`config.mk`:
```
export PLATFORM = sky130hd
export DESIGN_NAME = copcrc_engine
export DESIGN_NICKNAME = d
export VERILOG_FILES = /design/src/rtl/copcrc_engine.sv
export SDC_FILE = /design/constraint.sdc
export NUM_CORES = 1
export LEC_CHECK = 0
export CAP_MARGIN = 10
export CORE_AREA = 2 2 73 75
export CTS_BUF_LIST = sky130_fd_sc_hd__clkbuf_16
export DETAILED_ROUTE_END_ITERATION = 6
export DIE_AREA = 0 0 75 77
export GPL_ROUTABILITY_DRIVEN = 0
export PLACE_DENSITY_LB_ADDON = 0.1
export SETUP_SLACK_MARGIN = 0.3
export SYNTH_ARGS = -nofsm -noshare
export SYNTH_HDL_FRONTEND = slang
export SYNTH_SLANG_ARGS = --single-unit
```
`constraint.sdc`:
```
create_clock -name clk -period 3 [get_ports clk]
set_input_delay 0.9 -clock clk [delete_from_list [all_inputs] [get_ports clk]]
set_output_delay 0.9 -clock clk [all_outputs]
set_load 0.01 [all_outputs]
```
`src/rtl/copcrc_engine.sv`:
```
// Bit-serial CRC-16 coprocessor behind the MMI com bridge: one data bit per cycle, MSB first.
// Latency: a 1-byte run completes 8 edges after the GO edge; a 2-byte run completes 16 edges after it.
module copcrc_engine #(
   parameter logic [15:0] POLY     = 16'h1021,
   parameter logic [15:0] RST_SEED = 16'hFFFF,
   parameter logic [15:0] XOROUT   = 16'h0000
) (
   input  logic       clk,
   input  logic       rst,
   input  logic [7:0] COPCRCEN_i,
   input  logic [7:0] COPCRCINIT1_i,
   input  logic [7:0] COPCRCINIT2_i,
   input  logic [7:0] COPCRCI1_i,
   input  logic [7:0] COPCRCI2_i,
   output logic [7:0] COPCRCO1_o,
   output logic [7:0] COPCRCO2_o,
   output logic [7:0] COPCRCSTAT_o
);

   typedef enum logic [1:0] {IDLE, SHIFT1, SHIFT2} state_t;

   state_t      state;
   logic [15:0] crc;
   logic [15:0] result;
   logic [15:0] crc_step;
   logic [7:0]  sh;
   logic [2:0]  bitcnt;
   logic        lenflag;
   logic        go_q;
   logic        init_q;
   logic        busy;
   logic        done;
   logic        err;
   logic        seeded;
   logic        go_rise;
   logic        init_rise;
   logic        fb;
   logic        unused_en;

   assign unused_en = ^COPCRCEN_i[7:3];

   always_comb begin
      go_rise   = COPCRCEN_i[0] & ~go_q;
      init_rise = COPCRCEN_i[1] & ~init_q;
      fb        = crc[15] ^ sh[7];
      crc_step  = {crc[14:0], 1'b0} ^ (fb ? POLY : 16'h0000);
   end

   always_ff @(posedge clk or negedge rst) begin
      if (!rst) begin
         state   <= IDLE;
         crc     <= RST_SEED;
         result  <= 16'h0000;
         sh      <= 8'h00;
         bitcnt  <= 3'd0;
         lenflag <= 1'b0;
         go_q    <= 1'b0;
         init_q  <= 1'b0;
         busy    <= 1'b0;
         done    <= 1'b0;
         err     <= 1'b0;
         seeded  <= 1'b0;
      end else begin
         go_q   <= COPCRCEN_i[0];
         init_q <= COPCRCEN_i[1];
         case (state)
            IDLE: begin
               // A simultaneous INIT is applied first so the run starts from the new seed.
               if (init_rise) begin
                  crc    <= {COPCRCINIT1_i, COPCRCINIT2_i};
                  seeded <= 1'b1;
                  err    <= 1'b0;
               end
               if (go_rise) begin
                  sh      <= COPCRCI1_i;
                  lenflag <= COPCRCEN_i[2];
                  bitcnt  <= 3'd0;
                  busy    <= 1'b1;
                  done    <= 1'b0;
                  state   <= SHIFT1;
               end
            end
            SHIFT1, SHIFT2: begin
               if (go_rise || init_rise) begin
                  err <= 1'b1;
               end
               crc    <= crc_step;
               sh     <= {sh[6:0], 1'b0};
               bitcnt <= bitcnt + 3'd1;
               if (bitcnt == 3'd7) begin
                  if (state == SHIFT1 && lenflag) begin
                     sh     <= COPCRCI2_i;
                     bitcnt <= 3'd0;
                     state  <= SHIFT2;
                  end else begin
                     result <= crc_step;
                     busy   <= 1'b0;
                     done   <= 1'b1;
                     state  <= IDLE;
                  end
               end
            end
            default: state <= IDLE;
         endcase
      end
   end

   assign COPCRCO1_o   = result[15:8] ^ XOROUT[15:8];
   assign COPCRCO2_o   = result[7:0] ^ XOROUT[7:0];
   assign COPCRCSTAT_o = {4'b0000, seeded, err, done, busy};

endmodule

```
==> impl_results.md <==
* Sequential area share after synthesis at 0.524
* Final WL at about 4600 um
* Crit path max fanout at 2
* First-pass GRT wire length at 8310 um
* Slew Limit Headroom at 0.575
* Worst Skew at approximately 0.0033 ns
* Setup Fix Bufs, Post-CTS at 0
* Synth Register Bits at 52
* Boundary pin count at 66
* Final antenna-violating net count at 0
* Core Box Area at 4980 um^2
* Setup TNS at 0 ns
* Outcome: finished, final reports clean
* Largest cells by area after synthesis: dfrtp_1, dfstp_2, mux2_2, mux2i_1, a21oi_1
* Clk_lat worst skew at 0.29 ns
* Crit Reg-Reg Startpoint: state[1]
* Area after DPL at 3080 um^2
* CP endpoint kind: primary output
* Clock sinks at 52
* CTS Buffer Depth at 2
* R2r setup slk at around 0.97 ns
* Post-Synthesis Cells at 228
* Period utilization at 0.702
* RR Endpoint: result[14]
* DP Wirelength at 3250 um
* Layout cell share with drive strength beyond 1 at 0.196
* Worst Setup Start Kind: register
* Initial antenna violation count at 0
* Num rows at 26
* Max Cap Viol at 0
* RSZ-0062 raised after global routing: false
* Distinct cells, synth at 35
* TritonCTS clock tree: done
* Via count at 1785
* Leak at about 1.5 nW
* FMAX at roughly 470 MHz
* Cts bufs inserted at 5
* Largest net degree at the start of global routing at 53
* Final core occ at 0.648
* Post-CTS sizing at 0
* Wire per inst at around 13 um
* Worst path depth at 1
* Max-slew violations at 0
* Die Ht at between 70 and 80 um
* Tot GR Track Use at 0.187
* Initial core utilization at 0.507
* Die width at approximately 75 um
* CP bufs+invs at 1
* Mapped Area at ~2500 um^2
* # setup viols final at 0
* Ant. Diodes at 0
* Vias in the first global route at roughly 1800
* R2R depth at 5
* Hold Path Class: register to register
* Die area at between 5000 and 6000 um^2
* Most frequent cells in the layout: clkdlybuf4s50_1, dfrtp_1, nor2_1
* Hold depth at 1
* Commonest non-fill, non-tap cell in the layout: clkdlybuf4s50_1
* Final number of hold-violating endpoints at 0
* Worst vdd ir at between 0.4 and 0.5 mV
* Slew @ Worst Pin at 0.638 ns
* Vias per std cell at between 5 and 6
* Layout Nets at 328
* Synth area leader: dfrtp_1
* Critical path cell sequence: clkdlybuf4s50_1
* Clock slew at reported path FFs at ~0.07 ns
* Final min period at between 2 and 2.5 ns
* CTS Root Cell: clkbuf_16
* Critical path class: register to primary output
* Gr ovfl total at 0
* Synth warn at 0
* Post-synth top area share at 0.357
* CP max stage delay at 0.54 ns
* Fin area at 3230 um^2
* Setup crit start: result[0]
* CP max-delay cell: clkdlybuf4s50_1
* Worst path top cell family by delay: buffers and inverters
* Worst Path Required at about 2.1 ns
* Layout area overhead at 27.9%
* H-Tree Depth at 2
* Drt drc at 0
* Pwr per Cell Area at 950 nW/um^2
* Port bufs at 56
* WHS at roughly 0.47 ns
* Worst Path Arrival at between 1 and 1.5 ns
* Avg Inst Size Synth at 11.1 um^2
* Setup crit end: COPCRCO2_o[0]
* First drt pass iteration count at 4
* # hold bufs at CTS at 0
* Iter 0 DRT Violations at 94
==> registers in the layout, indices dropped and copies added, names as in the netlist <==
name and cells:
init_q 1, lenflag 1, result 16, seeded 1, err 1, crc 16
state 2, bitcnt 3, busy 1, sh 8, done 1, go_q 1
==> kinds of logic (layout without fill, tap and decap cells) <==
| family | Yosys count | in the layout | synth area share |
|---|---|---|---|
| AND/OR/NAND/NOR | 55 | 55 | 0.0997 |
| XOR/XNOR | 3 | 3 | 0.0104 |
| adder cells (fa/ha/maj) | 6 | 6 | 0.0298 |
| other | 1 | 4 | 0.00149 |
| flip-flops | 52 | 52 | 0.524 |
| buffers and inverters | 26 | 76 | 0.0650 |
| AO/OA/AOI/OAI | 52 | 52 | 0.128 |
| multiplexers | 33 | 33 | 0.141 |
==> per-layer routing <==
layer  share of wire  global-route usage  up-vias  routed length (um)
met5               0                   0        -                   0
met4           0.014              0.0696        0                  64
met3           0.043              0.0473        5                 198
met2            0.47               0.301       37                2180
met1            0.47               0.238      860                2210
li1                -                   -      883                   -
==> layout make-up <==
type	instances	area (um^2)
tap	70	87.6
inverter	6	22.5
sequential	52	1320
clock buffer	5	125
timing repair buffer	62	601
fill	429	1750
multi-input combinational	153	1050
clock inverter	3	20.0
==> synth_stat cells (all sizes together) <==
cell,count
buf,19
a31oi,1
and3b,1
nand3b,1
a21oi,24
and2,1
nor2b,1
nand2,16
or3,1
and3,2
mux2i,15
o22ai,3
mux2,18
nand2b,2
a211oi,8
nor3,2
nor2,26
inv,6
xnor2,3
conb,1
dfrtp,36
a21o,7
nand3,2
ha,6
dfstp,16
o21ai,6
a22o,2
o21a,1
clkbuf,1
==> worst min-delay path by stage <==
stage               slack [ns]   start      to
finish                    0.47  seeded  seeded
global route              0.50   sh[1]   sh[1]
CTS                       0.48  seeded  seeded
detailed placement        0.46  seeded  seeded
global placement          0.45  seeded  seeded
floorplan                 0.44  seeded  seeded
==> stage by stage <==
stage                     worst slack (ns)  cells  total power [mW]
after CTS                            0.879    351              3.10
after floorplan                       1.25    231              2.15
after global routing                 0.753    351              3.32
after global placement               0.616    343              2.49
after detailed placement             0.625    343              2.53
final                                0.894    351              3.06
==> report_power, final <==
part / internal, mW / switching (mW)
combinational: 0.644 / 0.633
sequential: 1.05 / 0.177
clock: 0.308 / 0.249
total: 2.00 / 1.06
Note: power is estimated with default switching activity, not from simulation.
